### src/rtl/chunked_add_pkg.sv
// rtl/chunked_add_pkg.sv - shared state encoding and default sizes for the chunked adder
package chunked_add_pkg;

  typedef enum logic [1:0] {
    IDLE = 2'd0,
    RUN  = 2'd1,
    DONE = 2'd2
  } state_t;

  localparam int DEF_WIDTH = 16;
  localparam int DEF_CHUNK = 4;

endpackage

### src/rtl/cla_chunk.sv
// rtl/cla_chunk.sv - combinational CHUNK-bit carry-lookahead adder slice
module cla_chunk #(
  parameter int CHUNK = 4
) (
  input  logic [CHUNK-1:0] a,
  input  logic [CHUNK-1:0] b,
  input  logic             cin,
  output logic [CHUNK-1:0] sum,
  output logic             cout
);

  logic [CHUNK-1:0] g;
  logic [CHUNK-1:0] p;
  logic [CHUNK:0]   c;

  assign g = a & b;
  assign p = a ^ b;

  // Flattened lookahead: carry into bit i+1 is built from generate/propagate terms directly.
  function automatic logic carry_at(input logic [CHUNK-1:0] gg, input logic [CHUNK-1:0] pp,
                                    input logic ci, input int i);
    logic acc;
    logic run;
    acc = gg[i];
    run = pp[i];
    for (int j = i - 1; j >= 0; j--) begin
      acc = acc | (run & gg[j]);
      run = run & pp[j];
    end
    return acc | (run & ci);
  endfunction

  assign c[0] = cin;

  for (genvar i = 0; i < CHUNK; i++) begin : g_carry
    assign c[i+1] = carry_at(g, p, cin, i);
  end

  assign sum  = p ^ c[CHUNK-1:0];
  assign cout = c[CHUNK];

endmodule

### src/rtl/chunked_cla_adder.sv
// rtl/chunked_cla_adder.sv - multi-cycle adder summing one CHUNK per cycle with registered inter-chunk carry
module chunked_cla_adder
  import chunked_add_pkg::*;
#(
  parameter int WIDTH         = DEF_WIDTH,
  parameter int CHUNK         = DEF_CHUNK,
  parameter int APPROX_CHUNKS = 1
) (
  input  logic             clk,
  input  logic             rst,
  input  logic             in_valid,
  output logic             in_ready,
  input  logic [WIDTH-1:0] a,
  input  logic [WIDTH-1:0] b,
  input  logic             ci,
  input  logic             approx_en,
  output logic             out_valid,
  input  logic             out_ready,
  output logic [WIDTH:0]   s
);

  localparam int NCHUNK = WIDTH / CHUNK;
  localparam int KW     = (NCHUNK > 1) ? $clog2(NCHUNK) : 1;

  state_t           state;
  logic [WIDTH-1:0] a_q;
  logic [WIDTH-1:0] b_q;
  logic             approx_q;
  logic [KW-1:0]    k;
  logic             carry;
  logic [WIDTH:0]   sum_q;

  logic [CHUNK-1:0] a_k;
  logic [CHUNK-1:0] b_k;
  logic [CHUNK-1:0] cla_sum;
  logic [CHUNK-1:0] chunk_sum;
  logic             cla_cout;
  logic             chunk_cout;
  logic             approx_sel;
  logic             last;

  assign a_k        = a_q[int'(k)*CHUNK +: CHUNK];
  assign b_k        = b_q[int'(k)*CHUNK +: CHUNK];
  assign approx_sel = approx_q && (int'(k) < APPROX_CHUNKS);
  assign last       = (int'(k) == NCHUNK - 1);

  cla_chunk #(.CHUNK(CHUNK)) u_cla (
    .a    (a_k),
    .b    (b_k),
    .cin  (carry),
    .sum  (cla_sum),
    .cout (cla_cout)
  );

  // Approximate low chunks drop the incoming carry and only forward a guessed MSB carry.
  assign chunk_sum  = approx_sel ? (a_k | b_k) : cla_sum;
  assign chunk_cout = approx_sel ? (a_k[CHUNK-1] & b_k[CHUNK-1]) : cla_cout;

  always_ff @(posedge clk) begin
    if (rst) begin
      state     <= IDLE;
      a_q       <= '0;
      b_q       <= '0;
      approx_q  <= 1'b0;
      k         <= '0;
      carry     <= 1'b0;
      sum_q     <= '0;
      in_ready  <= 1'b1;
      out_valid <= 1'b0;
    end else begin
      case (state)
        IDLE: begin
          if (in_valid) begin
            a_q      <= a;
            b_q      <= b;
            approx_q <= approx_en;
            carry    <= ci;
            k        <= '0;
            sum_q    <= '0;
            in_ready <= 1'b0;
            state    <= RUN;
          end
        end
        RUN: begin
          sum_q[int'(k)*CHUNK +: CHUNK] <= chunk_sum;
          carry                         <= chunk_cout;
          if (last) begin
            sum_q[WIDTH] <= chunk_cout;
            k            <= '0;
            out_valid    <= 1'b1;
            state        <= DONE;
          end else begin
            k <= k + 1'b1;
          end
        end
        DONE: begin
          if (out_ready) begin
            out_valid <= 1'b0;
            in_ready  <= 1'b1;
            state     <= IDLE;
          end
        end
        default: state <= IDLE;
      endcase
    end
  end

  assign s = sum_q;

endmodule

### config.mk
export PLATFORM = sky130hd
export DESIGN_NAME = chunked_cla_adder
export DESIGN_NICKNAME = d
export VERILOG_FILES = /design/src/rtl/chunked_add_pkg.sv /design/src/rtl/cla_chunk.sv /design/src/rtl/chunked_cla_adder.sv
export SDC_FILE = /design/constraint.sdc
export NUM_CORES = 1
export LEC_CHECK = 0
export CAP_MARGIN = 20
export CORE_ASPECT_RATIO = 0.6
export CORE_MARGIN = 2
export CORE_UTILIZATION = 50
export CTS_CLUSTER_SIZE = 8
export DETAILED_ROUTE_END_ITERATION = 10
export MAX_ROUTING_LAYER = met4
export PLACE_DENSITY = 0.79
export SYNTH_ARGS = -nofsm -noshare
export SYNTH_HDL_FRONTEND = slang
export SYNTH_SLANG_ARGS = --single-unit
### constraint.sdc
create_clock -name clk -period 3.35 [get_ports clk]
set_input_delay 0.5025 -clock clk [delete_from_list [all_inputs] [get_ports clk]]
set_output_delay 0.5025 -clock clk [all_outputs]
set_load 0.02 [all_outputs]
* Yosys cells after proc, flatten, opt, wreduce, memory -nomap -nowiden
Cells that the tools add are included.
Word-level totals: register bits after elaboration 57, bits in latches 0, RAM bits 0, memory bits (read-only) 0, input port bits 38, output and inout port bits 19, logic and storage cells 84, memories 0
Operators by class: add/sub/neg operators 2, multipliers 0, div/mod/pow operators 0, magnitude comparators 1, equal/unequal tests 6, shift-type cells 4, muxes and demuxes 21, bitwise operators 31, reductions and logical operators 10
Operators with widths (count):
- case mux 17 bit (2 select lines) | 1
- negator 4 -> 33 bit | 1
- variable shift 4 x 33 -> 17 bit, first input constant | 1
- indexed part select 4 x 33 -> 17 bit | 1
- indexed part select 16 x 5 -> 4 bit | 2
- AND 1 bit | 17
- bitwise mux 17 bit | 1
- 2-to-1 mux 17 bit | 1
- 2-to-1 mux 2 bit | 5
- bitwise OR 1 bit | 10
- AND reduction 3 bit | 3
- bitwise XOR 4 bit | 2
- 2-to-1 mux 1 bit | 7
- != test 2 bit, second input constant | 3
- case mux 1 bit (2 select lines) | 3
- case mux 2 bit (3 select lines) | 1
- nonzero test 2 bit | 3
- AND 4 bit | 1
- equality test 2 x 1 -> 1 bit, second input constant | 2
- 2-to-1 mux 4 bit | 1
- bitwise OR 4 bit | 1
- case mux 2 bit (2 select lines) | 1
- AND reduction 2 bit | 2
- adder 2 x 1 -> 2 bit, second input constant | 1
- other kinds (4) | 4

* Logic depth before layout (Yosys ltp)
depth in word-level cells 12, mapped depth 8

* By module
From an unflattened synthesis, not the netlist that was laid out.
Unflattened totals: cell total of the unflattened synthesis 303, area, all modules 2608.8 µm²
Modules (own cells, without submodules):
- chunked_cla_adder | instances 1, cells each 286, area each 2461.1 µm², sequential area each 1141.1 µm²
- cla_chunk | instances 1, cells each 17, area each 147.6 µm², sequential area each 0.0 µm²

* Worst setup path before layout
OpenSTA, ideal clock, no wires.
path kind register -> register, start point reg k[0], end point reg sum_q[3], in the netlist s[3], arrival time 2.371 ns, path slack 0.846 ns, stages on the path, launching flop included 9, buffers on the path 1, path through dfxtp_1 buf_2 mux4_2 inv_1 ha_1 a211o_1 a21o_1 xnor2_1 o211ai_1
Between the ends: word-level cells in the longest chain between the ends 11, elaborated cells between the ends (all ways) 29, classes of those cells add/sub: 1; order compare: 1; shift: 4; mux: 3; bitwise: 19; reduce/logical: 1
Ends and longest elaborated chain:
- from (decl) | RTL line chunked_cla_adder.sv:29 | logic [KW-1:0] k;
- from (signal assigned) | RTL line chunked_cla_adder.sv:93 | k <= k + 1'b1;
- indexed part select 16 x 5 -> 4 bit (on tied branches) | RTL line chunked_cla_adder.sv:42, chunked_cla_adder.sv:43
- bitwise XOR 4 bit / AND 4 bit (equally long branches) | RTL line cla_chunk.sv:17, cla_chunk.sv:16
- AND 1 bit (on tied branches) | RTL line cla_chunk.sv:27, cla_chunk.sv:28
- bitwise OR 1 bit, or another cell as far along | RTL line cla_chunk.sv:27 | acc = acc | (run & gg[j]);
- bitwise OR 1 bit / AND 1 bit (equally long branches) | RTL line cla_chunk.sv:27, cla_chunk.sv:30
- bitwise OR 1 bit | RTL line cla_chunk.sv:30 | return acc | (run & ci);
- bitwise XOR 4 bit | RTL line cla_chunk.sv:39 | assign sum = p ^ c[CHUNK-1:0];
- 2-to-1 mux 4 bit | RTL line chunked_cla_adder.sv:56 | assign chunk_sum = approx_sel ? (a_k | b_k) : cla_sum;
- indexed part select 4 x 33 -> 17 bit | RTL line chunked_cla_adder.sv:85 | sum_q[int'(k)*CHUNK +: CHUNK] <= chunk_sum;
- bitwise mux 17 bit (*) | RTL line chunked_cla_adder.sv:85
- case mux 17 bit (2 select lines) (*) | RTL line chunked_cla_adder.sv:71 | case (state)
- to (signal, indexed assignment) | RTL line chunked_cla_adder.sv:85
- to (signal, indexed assignment) | RTL line chunked_cla_adder.sv:88 | sum_q[WIDTH] <= chunk_cout;
- to (decl) | RTL line chunked_cla_adder.sv:31 | logic [WIDTH:0] sum_q;
Mark *: on every way between the ends. The rest lies on a longest branch, timed or not. A chain may end at the register's enable or synchronous reset.

* Final worst setup path
Same ends and word-level chain as after synthesis.

==> results.yml <==
timing:
  max_freq_mhz: 352
  final.min_clock_period_ps: 2840
  final_max_slew_viol_count: 0
  setup_tns_ps: 0
  post_route_skew_ps: 6.64
  layout_worst_path_cycle_share_pct: 84.8
  tightest_slew_ps: 709
  finalHoldViolCount: 0
  report.final.setup_viol: 0
  slew_headroom_pct: 52.6
  grt_setup_unrepaired: "false"
  layout_setup_ws_ps: 509
setup_path:
  critical_path_peak_fanout: 14
  setup_slack_of_the_most_critical_reg_to_reg_path_ps: 510
  critPathKind: "flip-flop to flip-flop"
  worst_ep_arrival_time_ps: 3060
  startpoint_type: "flip-flop"
  crit_required_ps: 3560
  critical_path.slowest_cell: "sky130_fd_sc_hd__dfxtp_1"
  r2r.worst_path.cells: 7
  timing.critical_path.slowest_cell_delay_ps: 780
  worst_setup_path_end_kind: "flip-flop"
  timing.critical_path.cells: "mux4_2 -> inv_1 -> ha_1 -> a211o_1 -> a21o_1 -> xnor2_1 -> o211ai_1"
clock_network:
  tritoncts_buffers: 9
  cts_resized: 0
  htree_levels: 3
  tritoncts_clock_tree: "yes"
  clk_transition_reported_paths_ps: 60
  clk_path_buf_depth: 2
  setup_buffers_after_cts: 0
  clk_root_buffer_cell: "sky130_fd_sc_hd__clkbuf_8"
  cts.sinks: 57
  post_cts_hold_buffer_count: 0
  clk_latency_ps: 340
final_layout:
  drive_above_1_share_pct: 8.63
  layout.nets: 417
  post-route-util_pct: 67.7
  diode_count: 0
  fin_cells: 437
  areaGrowthSynthToFinish_pct: 28.5
  final_design_area_no_fill_um2: 3490
  layout.cells.most_common: "sky130_fd_sc_hd__nand2_1"
  final_cell_mix: "77 x sky130_fd_sc_hd__nand2_1, 57 x sky130_fd_sc_hd__dfxtp_1, 55 x sky130_fd_sc_hd__clkdlybuf4s50_1"
pwr:
  share_seq_of_total_power_pct: 46.4
  leakage_nw: 1.34
  powerDensity_nw_per_um2: 457
  irDropWorstVdd_mv: 0.213
  internal_power_mw: 1.18
  net-switching-power_uw: 417
  comb_power_share_pct: 15.5
  clock_power_share_pct: 38.1
  switching_share_pct: 26.2
synthesis:
  yosys_warnings: 0
  synth_async_sr_flop_share_pct: 0
  yosys.area.top_type_share_pct: 42.0
  mappedNetlistArea_um2: 2720
  ys_ff_latch: 57
  flip_flop_cell_with_the_highest_count_after_synthesis: "sky130_fd_sc_hd__dfxtp_1"
  avgSynthCellArea_um2: 8.63
  post-synth-top-area-cell: "sky130_fd_sc_hd__dfxtp_1"
  synth_sequential_area_ratio_pct: 42.0
  synth_enable_flop_cells: 0
  post_synth_inst_count: 315
  synth_cell_types: 41
  postSynthNetCount: 366
  post_synth_main_area_contributors: "sky130_fd_sc_hd__dfxtp_1 42%, sky130_fd_sc_hd__nand2_1 11%, sky130_fd_sc_hd__a21oi_1 7.7%"
routing:
  drt_drc_violations_left: 0
  vias_per_cell: 5.47
  drt-wirelength-per-cell_um: 14.6
  final_antenna_net_count: 0
  first_iter_violations: 133
  drtPass1Iterations: 4
  final_routed_wirelength_across_all_metal_layers_um: 6380
  vias: 2389
global_route:
  grt_pass1_wl_um: 10600
  antenna_violations_before_repair: 0
  grt_start_max_net_pins: 42
  globalRouteOverflowTotal: 0
  first_global_vias: 2281
  grt_util_all_layers_pct: 23.8
placed_design:
  count_of_placed_standard_cells_including_taps: 421
  gpl.final_weighted_congestion: 0.937
  detailed_place.area_um2: 3300
  pre_cts_slack_ps: 498
  place.detailed.hpwl_um: 4650
  numPortBuffers: 56
floorplan:
  die_width_um: 99.2
  die-height_um: 61.1
  core-area_um2: 5150
  design.portCount: 57
  row_count: 20
  total_die_area_um2: 6060
  floorplan.initialDensity_pct: 52.7
flow_run:
  maxcap_viol_count: 0
worst_hold_path:
  holdPathStages: 2
  hp-class: "flip-flop to flip-flop"
outcome:
  outcome: "complete, no violations"
power groups by stage:
stage	sequential (mW)	clock, mW	combinational, mW
3_5_place_dp	0.754	0	0.245
5_1_grt	0.744	0.650	0.272
6_report	0.739	0.608	0.248
4_1_cts	0.739	0.615	0.248
3_3_place_gp	0.753	0	0.239
2_1_floorplan	0.743	0	0.159
metrics by stage:
stage / hold slack (ps) / total power, mW
2_1_floorplan: 433 / 0.902
3_3_place_gp: 443 / 0.992
3_5_place_dp: 448 / 0.999
4_1_cts: 456 / 1.60
5_1_grt: 466 / 1.67
6_report: 456 / 1.59
layout make-up:
cell class                      count  area (µm²)
Clock buffer                       14         183
Clock inverter                      2        10.0
Fill cell                         448        1660
Inverter                           13        48.8
Multi-Input combinational cell    226        1450
Sequential cell                    57        1140
Tap cell                           66        82.6
Timing Repair Buffer               59         578
path summary, 6_finish.rpt:
kind	startpoint	endpoint
worst min-delay path	b_q[3]	b_q[3]
worst max-delay path	k[0]	s[3]
worst max register to register	k[0]	s[3]
worst min register to register	b_q[3]	b_q[3]
critical path, delay by kind of cell (launching register included):
family          cells  cell delay (ps)
compound gates      3              650
xor+xnor            1              310
fa+ha+maj           1              240
buf+inv             1               80
flops               1              780
mux                 1              650
per-layer routing:
metal	up-vias	share of wire, %	GRT usage, %	wire length (µm)
met1	1128	49	31.2	3160
met5	-	0	-	0
met4	0	0.49	8.81	31
met3	4	7.8	6.13	499
li1	1182	-	-	-
met2	75	42	36.0	2700
cells by family after synthesis:
family / synth area share (%)
DFF: 42.0
buffers and inverters: 4.97
xor gates and xnor gates: 0.645
AOI/OAI and AO/OA: 16.9
adders and majority gates: 6.26
and+or+nand+nor: 22.1
muxes: 7.04
sequential cells by signal (all words and copies together), names as in the netlist:
signal,count
s,17
a_q,16
b_q,16
k,2
state,2
approx_q,1
carry,1
in_ready,1
out_valid,1
synthesized netlist by cell type (all sizes together) (2+ instances only):
library cell / instances
a211o: 2
a21o: 5
a21oi: 42
a22oi: 10
a31oi: 3
and3: 2
buf: 12
clkbuf: 7
dfxtp: 57
ha: 12
inv: 13
mux4: 8
nand2: 77
nand2b: 4
nand3b: 10
nor2: 17
nor2b: 2
nor3b: 3
o21ai: 2
o21bai: 2
o31ai: 6
or2: 2
Note: power is estimated with default switching activity, not from simulation.
